$ cat src/rtl/a2d_sched.sv
// -----------------------------------------------------------------------------
// a2d_sched
//
// Sequencer that owns the `nxt` request of A2D_intf. It issues one `nxt` pulse
// every PERIOD clocks and follows A2D_intf's round-robin channel order
// (lft_ld -> rght_ld -> batt). CNV_WAIT clocks after each request it captures
// the channel that was just converted. Each channel is block-averaged over
// 2^AVG_LOG rounds. A hysteretic battery-low flag is derived from each new
// battery average.
//
// Ports
//   clk       in   system clock
//   rst_n     in   asynchronous active-low reset
//   en        in   enable sampling
//   lft_ld    in   [11:0] left load cell from A2D_intf
//   rght_ld   in   [11:0] right load cell from A2D_intf
//   batt      in   [11:0] battery from A2D_intf
//   nxt       out  one-cycle conversion request to A2D_intf
//   chan      out  [1:0] channel of current/next conversion (0=lft,1=rght,2=batt)
//   lft_avg   out  [11:0] averaged left load
//   rght_avg  out  [11:0] averaged right load
//   batt_avg  out  [11:0] averaged battery
//   avg_vld   out  one-cycle strobe: all three averages updated
//   batt_low  out  battery-low flag with hysteresis
// -----------------------------------------------------------------------------
module a2d_sched #(
  parameter int          PERIOD      = 4096,
  parameter int          CNV_WAIT    = 1536,
  parameter int          AVG_LOG     = 2,
  parameter logic [11:0] BATT_LOW_TH = 12'h800,
  parameter logic [11:0] BATT_HYST   = 12'h040
) (
  input  logic        clk,
  input  logic        rst_n,
  input  logic        en,
  input  logic [11:0] lft_ld,
  input  logic [11:0] rght_ld,
  input  logic [11:0] batt,
  output logic        nxt,
  output logic [1:0]  chan,
  output logic [11:0] lft_avg,
  output logic [11:0] rght_avg,
  output logic [11:0] batt_avg,
  output logic        avg_vld,
  output logic        batt_low
);

  localparam int PW = $clog2(PERIOD);
  localparam int WW = $clog2(CNV_WAIT + 1);
  localparam int AW = 12 + AVG_LOG;
  localparam int RW = AVG_LOG + 1;

  localparam logic [PW-1:0] P_LAST = PW'(PERIOD - 1);
  localparam logic [WW-1:0] W_LAST = WW'(CNV_WAIT - 1);
  localparam logic [RW-1:0] R_LAST = RW'((1 << AVG_LOG) - 1);
  // Clear threshold is computed in 13 bits so TH+HYST cannot wrap.
  localparam logic [12:0]   CLR_TH = {1'b0, BATT_LOW_TH} + {1'b0, BATT_HYST};

  typedef enum logic [2:0] {IDLE, ISSUE, WAIT, CAPTURE, GAP} state_t;

  state_t          state_q, state_d;
  logic [PW-1:0]   pcnt_q;
  logic [WW-1:0]   wcnt_q;
  logic [RW-1:0]   round_q;
  logic [AW-1:0]   lft_acc_q, rght_acc_q, batt_acc_q;

  logic [11:0]     sel_data;
  logic [AW-1:0]   sel_acc;
  logic [AW-1:0]   sum;
  logic [11:0]     new_batt_avg;
  logic            round_done;

  // ---------------------------------------------------------------------------
  // Next-state logic
  // ---------------------------------------------------------------------------
  // NOTE: state_d gets a default before the case so no path leaves it
  // unassigned; otherwise synthesis would infer a latch.
  always_comb begin
    state_d = state_q;
    case (state_q)
      IDLE:    if (en) state_d = ISSUE;
      ISSUE:   state_d = WAIT;
      WAIT:    if (wcnt_q == W_LAST) state_d = CAPTURE;
      CAPTURE: state_d = GAP;
      GAP:     if (pcnt_q == P_LAST) state_d = en ? ISSUE : IDLE;
      default: state_d = IDLE;
    endcase
  end

  // Request is decoded straight from the state register, so an async reset
  // during ISSUE drops it in the same cycle.
  assign nxt = (state_q == ISSUE);

  // ---------------------------------------------------------------------------
  // Capture datapath: the channel being captured is the one chan points at.
  // ---------------------------------------------------------------------------
  always_comb begin
    sel_data = batt;
    sel_acc  = batt_acc_q;
    case (chan)
      2'd0: begin sel_data = lft_ld;  sel_acc = lft_acc_q;  end
      2'd1: begin sel_data = rght_ld; sel_acc = rght_acc_q; end
      default: ;
    endcase
  end

  assign sum          = sel_acc + AW'(sel_data);
  assign round_done   = (chan == 2'd2) && (round_q == R_LAST);
  // On the completing capture, chan is batt, so sum is the final batt total.
  assign new_batt_avg = sum[AVG_LOG +: 12];

  // ---------------------------------------------------------------------------
  // Sequential state
  // ---------------------------------------------------------------------------
  // NOTE: every register here is updated with <= so all of them see the same
  // pre-edge values; blocking writes would make results depend on line order.
  always_ff @(posedge clk or negedge rst_n) begin
    if (!rst_n) begin
      state_q    <= IDLE;
      pcnt_q     <= '0;
      wcnt_q     <= '0;
      round_q    <= '0;
      chan       <= 2'd0;
      lft_acc_q  <= '0;
      rght_acc_q <= '0;
      batt_acc_q <= '0;
      lft_avg    <= '0;
      rght_avg   <= '0;
      batt_avg   <= '0;
      avg_vld    <= 1'b0;
      batt_low   <= 1'b0;
    end else begin
      state_q <= state_d;

      // Period count is 0 during ISSUE, so GAP sees PERIOD-1 exactly one
      // cycle before the next ISSUE.
      if (state_d == ISSUE)
        pcnt_q <= '0;
      else if (state_q != IDLE)
        pcnt_q <= pcnt_q + 1'b1;

      if (state_q == ISSUE)
        wcnt_q <= '0;
      else if (state_q == WAIT)
        wcnt_q <= wcnt_q + 1'b1;

      avg_vld <= (state_q == CAPTURE) && round_done;

      if (state_q == CAPTURE) begin
        chan <= (chan == 2'd2) ? 2'd0 : chan + 2'd1;

        if (round_done) begin
          lft_avg    <= lft_acc_q[AVG_LOG +: 12];
          rght_avg   <= rght_acc_q[AVG_LOG +: 12];
          batt_avg   <= new_batt_avg;
          lft_acc_q  <= '0;
          rght_acc_q <= '0;
          batt_acc_q <= '0;
          round_q    <= '0;
          if (new_batt_avg < BATT_LOW_TH)
            batt_low <= 1'b1;
          else if ({1'b0, new_batt_avg} > CLR_TH)
            batt_low <= 1'b0;
        end else begin
          case (chan)
            2'd0:    lft_acc_q  <= sum;
            2'd1:    rght_acc_q <= sum;
            default: batt_acc_q <= sum;
          endcase
          if (chan == 2'd2)
            round_q <= round_q + 1'b1;
        end
      end
    end
  end

endmodule

$ cat config.mk
export PLATFORM = sky130hd
export DESIGN_NAME = a2d_sched
export DESIGN_NICKNAME = d
export VERILOG_FILES = /design/src/rtl/a2d_sched.sv
export SDC_FILE = /design/constraint.sdc
export NUM_CORES = 1
export LEC_CHECK = 0
export CAP_MARGIN = 5
export CORE_MARGIN = 2
export CORE_UTILIZATION = 55
export DETAILED_ROUTE_END_ITERATION = 10
export PLACE_DENSITY = 0.86
export SYNTH_ARGS = -nofsm -noshare
export SYNTH_HDL_FRONTEND = slang
export SYNTH_SLANG_ARGS = --single-unit
$ cat constraint.sdc
create_clock -name clk -period 4.2 [get_ports clk]
set_clock_uncertainty 0.2 [all_clocks]
set_input_delay 1.05 -clock clk [delete_from_list [all_inputs] [get_ports clk]]
set_output_delay 1.05 -clock clk [all_outputs]
set_load 0.01 [all_outputs]
==> flow_summary.toml, run 1 <==
[synthesis]
yosysTopAreaCellShare_pct = 49.9
ys_ff_latch = 111
ys_seq_area_share_pct = 49.9
synthXorXnorAreaFrac_pct = 3.60
synthArstFlopShare_pct = 100
synth_cell_types = 51
syn_inst = 622
yosys.area_share.adder_pct = 3.73
synth_area_leaders = "dfrtp_1, nand2_1, o21ai_0, mux2i_1, ha_1"
synth_area_per_cell_um2 = 8.94
synthMuxAreaShare_pct = 5.26
synth_area_um2 = 5560
synth_common_cells = "nand2_1, dfrtp_1, o21ai_0"
yosysMostFrequentCell = "nand2_1"
synth_edf_count = 0
synth_compound_area_share_pct = 13.7
synth_flop_cell = "dfrtp_1"
synthSimpleGateAreaFrac_pct = 20.8
yosysWarnings = 0
synth_top_area_cell = "dfrtp_1"
syn-num-nets = 677
synth_top_family_by_area = "simple AND/OR/NAND/NOR gates"

[global_route]
grt_max_degree = 59
grt_first_pass_wirelength_mm = 21.7
gr-total-overflow = 0
use_met3_pct = 4.74
grt_pass1_vias = 4607
busiest_layer = "met2"
grt_util_met2_pct = 45.2
grtUsageTotal_pct = 24.6
antenna_found_initial = 0
grt_use_met1_pct = 29.7

[hold_path]
min_path_type = "flop to flop"
min_path_cells = 2

[route]
wl_per_cell_um = 15.7
dr.pass1.iters = 4
final_antenna_net_count = 0
drt_wl_total_mm = 13.0
drc = 0
viasPerCell = 5.62
num_vias = 4668
drtIter0Drc = 204

[setup_path]
arrival_ns = 3.90
critPathLaunchType = "input port"
crit_fanout = 3
critPathSlowestCell = "clkdlybuf4s50_1"
cp_slowest_stage_delay_ns = 0.46
worstPathRequired_ns = 4.28
cp-end-kind = "flop"
path_class = "input port to flop"
critical-path-top-delay-family = "compound AO/OA/AOI/OAI gates"
crit_chain = "clkdlybuf4s50_1 -> mux2i_1 -> o21ai_0 -> ha_1 -> inv_1 -> fa_1 -> nand2b_1 -> a21oi_4 -> o21ai_4 -> o41ai_2 -> xor2_1 -> o2111ai_1 -> o32ai_1"
crit_buf_inv = 2
cp.depth = 13
r2r_cells = 13

[timing]
finalSetupViolations = 0
grt_setup_unrepaired = "false"
min_period_ns = 3.82
worstMarginPinSlew_ns = 1.03
max_freq_mhz = 262
fin_crit_sh_pct = 90.9
drv_slew = 0
finalHoldViolCount = 0
fin_tns_setup_ns = 0
worst_hold_slack_ns = 0.282
slew_headroom_pct = 30.9

[pwr]
p_sw_share_pct = 46.6
power_density_nw_per_um2 = 753
combPwrFrac_pct = 56.9
p_int_uw = 2680
irDropWorstVdd_mv = 0.442
p_switching_uw = 2340
seq_power_share_pct = 31.1
leakagePower_uw = 0.00311
p_clk_share_pct = 12.0

[clocking]
clk_latency_ns = 0.38
post_cts_buffers = 0
tritoncts = "yes"
cts_max_level = 3
ctsHoldBuffers = 0
clk_pin_slew_ns = 0.11
numCtsBuffers = 9
cts_resized = 0
cts_max_path_buffers = 2
clock-sinks = 111
clockRootBuffer = "clkbuf_8"

[run_status]
status = "finished, final reports clean"

[final_layout]
antennaDiodeCount = 0
synthToLayoutAreaGrowth_pct = 19.9
multi_input_area_um2 = 2620
seqCellArea_um2 = 2780
postLayoutCoreUtil_pct = 68.2
fill_cells = 786
drive_gt1_share_pct = 6.45
fin_nets = 749

[floorplanning]
io_pins = 80
die_h_um = 105
row_count = 36
initial_core_util_pct = 56.9
core_area_um2 = 9770
fp.dieW_um = 105
dieArea_um2 = 10900

[place]
dp_hpwl_mm = 9.75
port_buffers = 79
place.gp.congestion = 0.910

[run]
timing.max_cap.violations = 0
==> kinds of logic after synthesis <==
kind of cell / count (synthesis)
muxes: 29
buffers and inverters: 41
adders and majority gates: 16
and+or+nand+nor: 272
AOI/OAI and AO/OA: 131
DFF: 111
xor gates and xnor gates: 22
==> metal layers <==
metal | vias up | wire length (µm)
met5 | - | 0
met4 | 0 | 199
met3 | 23 | 539
met2 | 114 | 7020
met1 | 2286 | 5260
li1 | 2245 | -
==> tightest hold or removal path: stages (launching register included) <==
cell,delay (ns)
dfrtp_1,0.35
nand2_1,0.05
nand2_1,0.05
==> state kept, by name (all words and copies together), names as in the netlist <==
signal,flops
avg_vld,1
batt_acc_q,14
batt_avg,12
batt_low,1
chan,2
lft_acc_q,14
lft_avg,12
pcnt_q,12
rght_acc_q,14
rght_avg,12
round_q,3
state_q,3
wcnt_q,11
==> worst paths after layout <==
| kind | start | to | slack, ns |
|---|---|---|---|
| worst max-delay path | rght_ld[0] | batt_low | 0.38 |
| worst min-delay path | rght_avg[2] | rght_avg[2] | 0.28 |
| worst max register to register | chan[0] | batt_low | 0.76 |
| worst min register to register | rght_avg[2] | rght_avg[2] | 0.28 |
| max in group asynchronous | rst_n | rght_avg[4] | 2.41 |
| min in group asynchronous | rst_n | batt_acc_q[10] | 0.52 |
==> stage by stage <==
stage | cell area (µm²) | cells | power, µW | worst slack (ns)
after floorplan | 5560 | 622 | 3590 | 0.632
after global placement | 6490 | 816 | 4300 | 0.138
after detailed placement | 6490 | 816 | 4390 | 0.000287
after CTS | 6670 | 831 | 5020 | 0.395
after global routing | 6670 | 831 | 5400 | 0.155
final | 6670 | 831 | 5020 | 0.380
==> cells in the final DEF (no fill, tap or decap), types with 7 or more instances in the layout <==
cell type,instances
nor2_1,34
a21oi_1,13
nand2b_1,7
nand2_1,183
nand3_1,13
nor3_1,8
o21ai_1,10
clkbuf_8,11
inv_1,10
buf_4,14
dfrtp_1,111
clkdlybuf4s50_1,78
xor2_1,11
ha_1,15
o21ai_0,83
xnor2_1,10
mux2i_1,27
==> final cells by class <==
class,count,share of cell area [%]
clock buffer,12,2.33
clock inverter,3,0.394
inverter,10,0.563
multi-input combinational,470,39.3
sequential,111,41.6
tap,133,2.49
timing repair buffer,92,13.3
==> power groups by stage <==
stage / registers [µW] / logic, µW / clock network [µW]
floorplan: 1500 / 2090 / 0
global placement: 1560 / 2740 / 0
detailed placement: 1580 / 2810 / 0
CTS: 1560 / 2840 / 616
global route: 1600 / 3150 / 651
finish: 1560 / 2860 / 602
No activity file was read; power rests on OpenSTA's default activity.
==> inputs of run 2 (changes only) <==
--- a/config.mk
+++ b/config.mk
@@ -6,7 +6,6 @@
 export NUM_CORES = 1
 export LEC_CHECK = 0
 export CAP_MARGIN = 5
-export CORE_MARGIN = 2
 export CORE_UTILIZATION = 55
 export DETAILED_ROUTE_END_ITERATION = 10
 export PLACE_DENSITY = 0.86
==> run 2 against run 1 <==
Net effect: total power grew 1.6%; sequential cell count unchanged; die area fell by 3.8%; worst hold slack improved by 0.0019 ns; sequential power rose by 3%; cell area increased by 0.43%; via count shrank 1.1%; critical path depth is the same; worst setup slack worse by 0.061 ns; core utilization up 0.29 points; largest power group unchanged; highest routed layer unchanged.
==> flow_summary.toml, run 2 (synthesis gave the netlist of run 1 again) <==
[final_layout]
antennaDiodeCount = 0
synthToLayoutAreaGrowth_pct = 20.4
reg_top3 = "batt_acc_q: 14 flops, lft_acc_q: 14 flops, rght_acc_q: 14 flops"
fin_nets = 748
layout_commonest_cell = "nand2_1"
mostFrequentLayoutCells = "nand2_1, dfrtp_1, o21ai_0"
drive_gt1_share_pct = 6.46
fill_cells = 827

[route]
viasPerCell = 5.56
drtIter0Drc = 248
wl_per_cell_um = 15.8
num_vias = 4615
drt_wl_total_mm = 13.1
dr.pass1.iters = 5
drc = 0
final_antenna_net_count = 0

[global_route]
grtUsageTotal_pct = 26.7
gr-total-overflow = 0
grt_pass1_vias = 4506
antenna_found_initial = 0
grt_max_degree = 64
grt_first_pass_wirelength_mm = 21.3

[setup_path]
crit_fanout = 3
worstPathRequired_ns = 4.28
r2r-start = "chan[1]"
cp.depth = 13
arrival_ns = 3.96
crit_path_start = "rght_ld[0]"
endpoint = "batt_low"
r2r_setup_slack_ns = 0.43
critPathSlowestCell = "clkdlybuf4s50_1"
cp-end-kind = "flop"
critical-path-top-delay-family = "compound AO/OA/AOI/OAI gates"
crit_buf_inv = 2
reg2reg_to = "batt_low"
path_class = "input port to flop"
cp_slowest_stage_delay_ns = 0.45
crit_chain = "clkdlybuf4s50_1 -> mux2i_1 -> o21ai_0 -> ha_1 -> inv_1 -> fa_1 -> nand2b_1 -> a21oi_4 -> o21ai_4 -> o41ai_2 -> xor2_1 -> o2111ai_1 -> o32ai_1"
r2r_cells = 12
critPathLaunchType = "input port"

[clocking]
tritoncts = "yes"
post_cts_buffers = 0
clock-sinks = 111
cts_max_path_buffers = 2
clk_pin_slew_ns = 0.11
cts_resized = 0
clk_latency_ns = 0.38
ctsHoldBuffers = 0
numCtsBuffers = 9
clockRootBuffer = "clkbuf_8"
cts_max_level = 3

[floorplanning]
die_h_um = 103
fp.dieW_um = 103
io_pins = 80
core_area_um2 = 9770
row_count = 36
initial_core_util_pct = 56.9
dieArea_um2 = 10500

[run]
timing.max_cap.violations = 0

[pwr]
p_total_uw = 5110
irDropWorstVdd_mv = 0.403
power_density_nw_per_um2 = 762
leakagePower_uw = 0.00312

[timing]
worstMarginPinSlew_ns = 0.885
drv_slew = 0
min_period_ns = 3.88
finalSetupViolations = 0
max_freq_mhz = 258
finalHoldViolCount = 0
slew_headroom_pct = 40.9
grt_setup_unrepaired = "false"
fin_crit_sh_pct = 92.4
worst_hold_slack_ns = 0.284

[hold_path]
hold_start = "lft_avg[6]"
min_path_type = "flop to flop"

[place]
dp_hpwl_mm = 9.55
place.gp.congestion = 0.858
port_buffers = 79

[run_status]
status = "finished, final reports clean"
## run 2: worst reg2reg max path: cells and delay by family, from the launching register on
kind                       cells  cell delay [ns]
AOI/OAI and AO/OA              6             1.23
xor gates and xnor gates       1             0.26
adders and majority gates      2             0.63
buffers and inverters          2             0.43
DFF                            1             0.71
and+or+nand+nor                1             0.21
## run 2: final cells by class
class	count	area (µm²)	share of cell area (%)
clock inverter	6	81.3	1.21
multi-input combinational	470	2620	39.1
timing repair buffer	91	891	13.3
tap	133	166	2.48
clock buffer	9	124	1.85
sequential	111	2780	41.5
inverter	10	37.5	0.560
## run 2: how the worst min path moves through the flow
stage / endpoint / cells after the start
2_1_floorplan: wcnt_q[6] / 1
3_3_place_gp: batt_avg[0] / 2
3_5_place_dp: lft_avg[3] / 2
4_1_cts: batt_avg[1] / 2
5_1_grt: batt_avg[1] / 2
6_report: lft_avg[6] / 2
## run 2: metal layers
metal	GRT usage [%]	share of wire [%]	wire, µm
met5	0	0	0
met4	10.1	2.1	281
met3	3.73	4.3	564
met2	48.8	53	6910
met1	31.9	41	5320
## run 2: through the flow
stage / utilization (%) / instances / TNS (ns) / instance area, µm² / setup slack [ns]
floorplan: - / 622 / 0 / 5560 / 0.632
finish: 68.5 / 830 / 0 / 6700 / 0.319
global route: 68.5 / 830 / 0 / 6700 / 0.176
detailed placement: 66.4 / 815 / -0.0273 / 6490 / -0.0273
CTS: 68.5 / 830 / 0 / 6700 / 0.324
global placement: 66.4 / 815 / 0 / 6490 / 0.131
## run 2: power by group
part	internal (µW)	switching, µW
Combinational	1110	1740
Sequential	1330	267
Clock	284	378
